**src/rtl/data_cache.sv**
```systemverilog
`default_nettype none
// ============================================================================
// Module      : data_cache
// Description : 8-line x 4-byte direct-mapped, write-back, write-allocate
//               data cache between a CPU and a block-wide data memory.
//               Address split: tag[7:5], index[4:2], offset[1:0].
// Revision    : 1.0  initial release
// ============================================================================
module data_cache (
    input  logic        CLK,
    input  logic        RESET,
    input  logic        READ,
    input  logic        WRITE,
    input  logic [7:0]  ADDRESS,
    input  logic [7:0]  WRITEDATA,
    output logic [7:0]  READDATA,
    output logic        BUSYWAIT,
    output logic        mem_read,
    output logic        mem_write,
    output logic [5:0]  mem_address,
    output logic [31:0] mem_writedata,
    input  logic [31:0] mem_readdata,
    input  logic        mem_busywait
);

    typedef enum logic [1:0] {
        IDLE      = 2'd0,
        WRITEBACK = 2'd1,
        FETCH     = 2'd2
    } state_t;

    state_t      state;

    // Per-line status (reset) and storage (no reset needed: gated by valid).
    logic [7:0]  valid_bits;
    logic [7:0]  dirty_bits;
    logic [2:0]  tag_array  [0:7];
    logic [31:0] data_array [0:7];

    // Block the CPU asked for; survives a request dropped mid-miss.
    logic [5:0]  pending_block;

    logic [2:0]  req_tag;
    logic [2:0]  req_index;
    logic [1:0]  req_offset;
    logic        request;
    logic        hit;
    logic        store_en;
    logic        fill_en;
    logic [2:0]  fill_index;
    logic [2:0]  fill_tag;
    logic [31:0] line_word;
    logic [7:0]  line_byte;
    logic [31:0] store_word;

    assign req_tag    = ADDRESS[7:5];
    assign req_index  = ADDRESS[4:2];
    assign req_offset = ADDRESS[1:0];
    assign request    = READ | WRITE;

    assign line_word  = data_array[req_index];
    assign hit        = valid_bits[req_index] && (tag_array[req_index] == req_tag);

    // Only IDLE serves the CPU; every other state stalls a pending request.
    assign BUSYWAIT   = request && !((state == IDLE) && hit);
    assign READDATA   = (READ && hit) ? line_byte : 8'h00;

    // A store hit in IDLE writes in the same cycle; a write with READ also
    // high is still a store.
    assign store_en   = (state == IDLE) && WRITE && hit;

    // The fill completes on the first edge memory is not busy; the line
    // being filled is identified by the registered block address.
    assign fill_en    = (state == FETCH) && !mem_busywait;
    assign fill_index = mem_address[2:0];
    assign fill_tag   = mem_address[5:3];

    // Byte selected by the offset from the indexed line.
    always_comb begin
        line_byte = line_word[7:0];
        case (req_offset)
            2'd0: line_byte = line_word[7:0];
            2'd1: line_byte = line_word[15:8];
            2'd2: line_byte = line_word[23:16];
            2'd3: line_byte = line_word[31:24];
            default: line_byte = line_word[7:0];
        endcase
    end

    // Indexed line with the store byte merged at the offset.
    always_comb begin
        store_word = line_word;
        case (req_offset)
            2'd0: store_word[7:0]   = WRITEDATA;
            2'd1: store_word[15:8]  = WRITEDATA;
            2'd2: store_word[23:16] = WRITEDATA;
            2'd3: store_word[31:24] = WRITEDATA;
            default: store_word = line_word;
        endcase
    end

    // Tag and data storage: filled from memory or updated by a store hit.
    always_ff @(posedge CLK) begin
        if (fill_en) begin
            tag_array[fill_index]  <= fill_tag;
            data_array[fill_index] <= mem_readdata;
        end else if (store_en) begin
            data_array[req_index]  <= store_word;
        end
    end

    // Controller FSM with registered memory-side outputs and line status.
    always_ff @(posedge CLK or negedge RESET) begin
        if (!RESET) begin
            state         <= IDLE;
            valid_bits    <= 8'h00;
            dirty_bits    <= 8'h00;
            pending_block <= 6'h00;
            mem_read      <= 1'b0;
            mem_write     <= 1'b0;
            mem_address   <= 6'h00;
            mem_writedata <= 32'h0;
        end else begin
            case (state)
                IDLE: begin
                    if (request && !hit) begin
                        pending_block <= ADDRESS[7:2];
                        if (valid_bits[req_index] && dirty_bits[req_index]) begin
                            // Evict the dirty victim before fetching.
                            state         <= WRITEBACK;
                            mem_write     <= 1'b1;
                            mem_address   <= {tag_array[req_index], req_index};
                            mem_writedata <= line_word;
                        end else begin
                            state       <= FETCH;
                            mem_read    <= 1'b1;
                            mem_address <= ADDRESS[7:2];
                        end
                    end else if (store_en) begin
                        dirty_bits[req_index] <= 1'b1;
                    end
                end

                WRITEBACK: begin
                    if (!mem_busywait) begin
                        state         <= FETCH;
                        mem_write     <= 1'b0;
                        mem_read      <= 1'b1;
                        mem_address   <= pending_block;
                        mem_writedata <= 32'h0;
                    end
                end

                FETCH: begin
                    if (!mem_busywait) begin
                        state                  <= IDLE;
                        mem_read               <= 1'b0;
                        mem_address            <= 6'h00;
                        valid_bits[fill_index] <= 1'b1;
                        dirty_bits[fill_index] <= 1'b0;
                    end
                end

                default: begin
                    state       <= IDLE;
                    mem_read    <= 1'b0;
                    mem_write   <= 1'b0;
                    mem_address <= 6'h00;
                end
            endcase
        end
    end

endmodule
`default_nettype wire

```
**config.mk**
```make
export PLATFORM = sky130hd
export DESIGN_NAME = data_cache
export DESIGN_NICKNAME = d
export VERILOG_FILES = /design/src/rtl/data_cache.sv
export SDC_FILE = /design/constraint.sdc
export NUM_CORES = 1
export LEC_CHECK = 0
export CELL_PAD_IN_SITES_DETAIL_PLACEMENT = 0
export CELL_PAD_IN_SITES_GLOBAL_PLACEMENT = 1
export CORE_MARGIN = 5
export CORE_UTILIZATION = 45
export DETAILED_ROUTE_END_ITERATION = 10
export PLACE_DENSITY = 0.87
export SLEW_MARGIN = 40
export SYNTH_ARGS = -nofsm -noshare
export SYNTH_HDL_FRONTEND = slang
export SYNTH_SLANG_ARGS = --single-unit
```
**constraint.sdc**
```tcl
create_clock -name CLK -period 4.3 [get_ports CLK]
set_input_delay 1.075 -clock CLK [delete_from_list [all_inputs] [get_ports CLK]]
set_output_delay 1.075 -clock CLK [all_outputs]
set_load 0.01 [all_outputs]
```
=== Yosys cells after proc, flatten, opt, wreduce, memory -nomap -nowiden ===
Memories as Yosys holds them, arrays and structs flattened.
Index checks and enable logic that the tools add are counted.

* Equality and inequality tests: 13
* Reductions and logical operators: 26
* $lt $le $gt $ge: 4
* Bitwise logic cells: 7
* Multiplexer cells: 48

{| class="wikitable"
|+ Operators with widths
! kind !! count
|-
| two-way mux 32 bit || 4
|-
| two-way mux 8 bit || 8
|-
| one-hot mux 32 bit (2 select lines) || 1
|-
| one-hot mux 8 bit (4 select lines) || 1
|-
| OR reduction 32 bit || 1
|-
| two-way mux 6 bit || 4
|-
| one-hot mux 6 bit (3 select lines) || 1
|-
| two-way mux 1 bit || 16
|-
| bitwise OR 8 bit || 2
|-
| one-hot mux 8 bit (2 select lines) || 1
|-
| AND reduction 4 bit || 4
|-
| logical AND 1 bit || 11
|-
| != test 2 bit (second input constant) || 5
|-
| AND 8 bit || 1
|-
| < comparator 3 x 4 -> 1 bit (second input constant) || 2
|-
| two-way mux 2 bit || 4
|-
| NOT 8 bit || 1
|-
| binary-select mux 1 bit (select 3 bit) || 2
|-
| demux 1 bit (select 3 bit) || 2
|-
| equality test 2 bit (second input constant) || 3
|-
| >= comparator 3 x 1 -> 1 bit (second input constant) || 2
|-
| one-hot mux 1 bit (3 select lines) || 2
|-
| one-hot mux 2 bit (3 select lines) || 1
|-
| equality test 2 x 1 -> 1 bit (second input constant) || 2
|-
| other kinds (10) || 17
|}

* Input port bits: 53
* Output and inout bits: 49
* Memory bits (writable): 280
* Memories kept: 2
* Register bits after elaboration: 64
* Word-level logic and storage cells: 108

{| class="wikitable"
|+ Memories
! name !! depth !! bits a word !! read ports !! clocked after Yosys merged registers in !! wr ports !! RTL line !! text
|-
| data_array || 8 || 32 || 1 || 0 || 1 || 38 || <nowiki>logic [31:0] data_array [0:7];</nowiki>
|-
| tag_array || 8 || 3 || 1 || 0 || 1 || 37 || <nowiki>logic [2:0] tag_array [0:7];</nowiki>
|}

=== Logic depth before layout (Yosys ltp) ===
* Depth in word-level cells: 9
* Mapped depth: 11
* Mapped depth without buffers: 6

=== Least setup slack after synthesis ===
No wires, ideal clock.

* Path type: in2reg
* Start: input ADDRESS[2]
* End: memory data_array[2][0], enable pin
* Data arrival time: 5.123 ns
* Stages: 10
* Setup time: 0.470 ns
* Slack: -1.293 ns
* Path through: buf_4 > buf_6 > mux2i_1 > o22ai_1 > nor3_1 > o221a_4 > nand4_2 > buf_6 > clkbuf_1 > o31ai_1

* Cells in the longest elaborated chain, start to end: 9
* Elaborated cells between the ends (all ways): 12

{| class="wikitable"
|+ Ends and longest elaborated chain
! item !! RTL line !! text
|-
| start, declared || 14 || <nowiki>input logic [7:0] ADDRESS,</nowiki>
|-
| memory read (8 x 3 bit) / binary-select mux 1 bit (select 3 bit) (equally long branches) || -- ||
|-
| equality test 3 bit / two-way mux 1 bit (equally long branches) || 62 || <nowiki>assign hit = valid_bits[req_index] && (tag_array[req_index] == req_tag);</nowiki>
|-
| logical AND 1 bit || 62 ||
|-
| logical AND 1 bit || 70 || <nowiki>assign store_en = (state == IDLE) && WRITE && hit;</nowiki>
|-
| two-way mux 1 bit || 107 || <nowiki>end else if (store_en) begin</nowiki>
|-
| two-way mux 1 bit || 104 || <nowiki>if (fill_en) begin</nowiki>
|-
| two-way mux 1 bit (not written as such) || 108 || <nowiki>data_array[req_index] <= store_word;</nowiki>
|-
| OR reduction 32 bit (no source line) || -- ||
|-
| two-way mux 3 bit (no source line) / two-way mux 1 bit (equally long branches) || -- ||
|-
| end, declared || 38 ||
|}

Parallel ways exist; a longest one is shown, timed or not. The select of a mux whose other input is x is not followed.

=== Worst setup path after layout ===
* Start: input ADDRESS[3]
* End: output READDATA[7]

* Cells in the longest elaborated chain, start to end: 5
* Elaborated cells between the ends (all ways): 9

{| class="wikitable"
|+ Ends and longest elaborated chain
! item !! RTL line !! text
|-
| memory read (8 x 3 bit) / binary-select mux 1 bit (select 3 bit) (equally long branches) || -- ||
|-
| equality test 3 bit / two-way mux 1 bit (equally long branches) || 62 ||
|-
| logical AND 1 bit || 62 ||
|-
| logical AND 1 bit || 66 || <nowiki>assign READDATA = (READ && hit) ? line_byte : 8'h00;</nowiki>
|-
| two-way mux 8 bit * || 66 ||
|-
| end, declared || 16 || <nowiki>output logic [7:0] READDATA,</nowiki>
|}

Every way passes the cells marked *; elsewhere a longest branch is shown, timed or not. The select of a mux whose other input is x is not followed.

==> metrics.csv <==
metric;value;unit
first-pass GRT wire length;64800;um
commonest non-fill, non-tap cell in the layout;edfxtp_1;
sequential element share of the synthesized area;66.7;%
fin area;19500;sq um
Starting DRT DRC Count;1251;
PnR worst setup slack;-0.0529;ns
Clock Pin Slew Worst Setup and Hold Paths;0.07;ns
Compound-Gate Fraction of Synth Area;8.97;%
HPWL after DPL;29000;um
Cell Area, Synth;15000;sq um
initial antenna violation count;2;
H-tree depth;2;
status;finished, violations left;
Slowest-stage cell, CP;mux4_2;
Synth Area in Simple Gates;6.28;%
Placed Cells incl. Taps;1605;
worst hold slack;0.469;ns
fmax;230;MHz
CP Class;in2out;
HP Start;valid_bits[0]$_DFFE_PN0P_;
core box area;32700;sq um
most frequent cells in the layout;280 x edfxtp_1, 146 x buf_4, 118 x nand2_1;
startpoint types;input port;
relative slew slack;48.9;%
Worst-Margin Slew;0.759;ns
final worst path period need;4.35;ns
CP startpoint;ADDRESS[3];
Area after DPL;17600;sq um
Synth Area in Adders;0;%
CP Max Fanout;6;
pin count of the biggest net entering global routing;43;
worst skew pair latency;0.52;ns
main combinational cell family by area after synthesis;multiplexers;
die height;193;um
worst setup path end;READDATA[7];
crit-path leading delay family;multiplexers;
WP data required;3.22;ns
flop-to-flop setup slack;0.84;ns
CTS tree;built;
FF+latch count, synth;344;
Synth Flop Type;edfxtp_1;
Hold Buf Count CTS;0;
DRC viols;0;
Starting Density;45.9;%
WL/cell;26.0;um
vias in the first global route;10200;
fin cells;1707;
RSZ-0062 raised after global routing;true;
DR vias;10200;
final setup fails;2;
vias per cell;5.98;
Yosys Warn Count;0;
max incr delay on CP;0.54;ns
EDFF count, synth;280;
maximum clock insertion buffer count;3;
Distinct cells, synth;61;
Critical R2R Capture;data_array[1][27]$_DFFE_PP_;
gpl congestion;0.895;
number of cells produced by synthesis;985;
Synth Area per Inst;15.2;sq um
Setup Skew;0.0206;ns
Die ar.;37100;sq um
I/O pin count;102;
grt total ovfl;0;
multiplexer share of the synthesized area;14.7;%
IR drop worst, VDD;0.000389;V
number of routed nets with antenna violations;0;
setup_tns;-0.100;ns
Clock Tree Root;clkbuf_16;
Synth Net Count;1038;
CP Buf/Inv Count;5;
crit share post-route;101;%
Pre-antenna DRT Iters;5;
Leak;0.00734;uW
width of the die;193;um
row count;66;
Overall Global Routing Usage;23.6;%
IO Port Bufs;101;
worst min-delay path category;reg2reg;
R2R cell count;18;
failing checks;negative setup slack;
P per Cell Area;458;nW/um^2
Routed WL;44400;um
CTS Buf Count;34;
RR Startpoint;data_array[2][27]$_DFFE_PP_;
Final Slew Violations;0;
XOR/XNOR Fraction of Synth Area;0.167;%
CTS Sinks;344;
maxcap violations;0;
share of layout cells above drive strength 1;34.0;%
Diodes inserted;0;
crit end category;primary output;
critical-path cell list;buf_16 > buf_12 > buf_16 > mux4_2 > mux2i_2 > inv_1 > mux4_2 > and3_4 > dlygate4sd2_1;
nets;1293;
crit path DAT;3.28;ns
ys async rst share;18.6;%
Worst path depth;9;
Filler cells;2331;
Final Hold Viols;0;
Syn-to-layout area delta;30.1;%
-- worst min path at each step --
stage                           endpoint  slack, ns  cells past startpoint
3_3_place_gp   valid_bits[6]$_DFFE_PN0P_       0.44                      1
4_1_cts        valid_bits[0]$_DFFE_PN0P_       0.47                      1
3_5_place_dp   valid_bits[0]$_DFFE_PN0P_       0.45                      1
5_1_grt        valid_bits[0]$_DFFE_PN0P_       0.48                      1
2_1_floorplan  valid_bits[0]$_DFFE_PN0P_       0.43                      1
6_report       valid_bits[0]$_DFFE_PN0P_       0.47                      1
-- power breakdown --
group	internal [uW]	leakage (uW)	switching [uW]
Sequential	3970	0.00336	193
Clock	1910	0.000576	1240
Combinational	781	0.00340	835
Total	6660	0.00734	2270
-- timing repair --
| item | 4_1_cts | 5_1_grt |
|---|---|---|
| buffers inserted | 33 | 5 |
| endpoints found under the setup margin | 9 | 17 |
| cloned | 3 | 1 |
| resized for setup | 65 | 31 |
| hold endpoints to repair | 0 | 0 |
| pin swaps | 7 | 7 |
-- stage by stage --
step	worst slack [ns]	power, uW	utilization, %
after detailed placement	-0.431	5720	53.8
after floorplan	-0.331	4910	-
after CTS	0.00304	8900	59.2
after global placement	-0.431	5670	53.8
after global routing	-0.0890	9230	59.6
final	-0.0529	8930	59.6
-- state kept, by name (all words and copies together), names as in the netlist --
| signal | cells |
|---|---|
| tag_array | 24 |
| mem_writedata | 32 |
| mem_read | 1 |
| mem_address | 6 |
| dirty_bits | 8 |
| pending_block | 6 |
| state | 2 |
| data_array | 256 |
| valid_bits | 8 |
| mem_write | 1 |
-- kinds of logic (layout without fill, tap and decap cells) --
group	count (synthesis)	after routing
compound gates	175	175
xor+xnor	2	2
buf+inv	91	371
flops	344	344
mux	165	165
simple gates	208	208
-- cell usage after synthesis, types with 3 or more instances --
cell / instances / share of area (%)
nand2b_1: 14 / 0.58
a22oi_1: 18 / 0.90
a221o_1: 3 / 0.20
and2_1: 4 / 0.17
o2bb2ai_1: 3 / 0.18
a221oi_1: 34 / 2.0
o221ai_1: 19 / 1.1
clkbuf_1: 26 / 0.65
dfrtp_1: 64 / 11
o31ai_1: 7 / 0.35
and3_1: 9 / 0.38
nand2_1: 119 / 3.0
a31oi_1: 3 / 0.13
mux2i_1: 47 / 3.1
nor2_1: 27 / 0.68
o21ai_0: 32 / 1.1
or2_2: 4 / 0.17
nor3_1: 3 / 0.10
buf_2: 10 / 0.33
edfxtp_1: 280 / 56
mux4_2: 34 / 5.1
inv_1: 29 / 0.73
buf_4: 11 / 0.55
buf_1: 3 / 0.075
mux2_4: 4 / 0.40
a21oi_1: 11 / 0.37
mux2_2: 80 / 6.0
nor2b_1: 9 / 0.38
a22o_1: 4 / 0.23
o22ai_1: 17 / 0.71
nor3b_1: 4 / 0.20
nand3_1: 6 / 0.20
buf_6: 11 / 0.83
-- metal layers --
metal	track usage [%]	vias up	share of wire (%)
li1	-	4365	-
met1	31.6	5006	38
met2	37.0	704	46
met3	7.60	133	13
met4	7.54	6	3.4
met5	1.10	-	0.18
-- layout make-up --
| class | instances | area (sq um) | share of cell area, % |
|---|---|---|---|
| Sequential cell | 344 | 10000 | 51.3 |
| Multi-Input combinational cell | 550 | 4920 | 25.2 |
| Timing Repair Buffer | 280 | 2730 | 14.0 |
| Clock buffer | 41 | 928 | 4.76 |
| Tap cell | 442 | 553 | 2.84 |
| Clock inverter | 20 | 260 | 1.33 |
| Inverter | 30 | 114 | 0.584 |
Note: power is estimated with default switching activity, not from simulation.
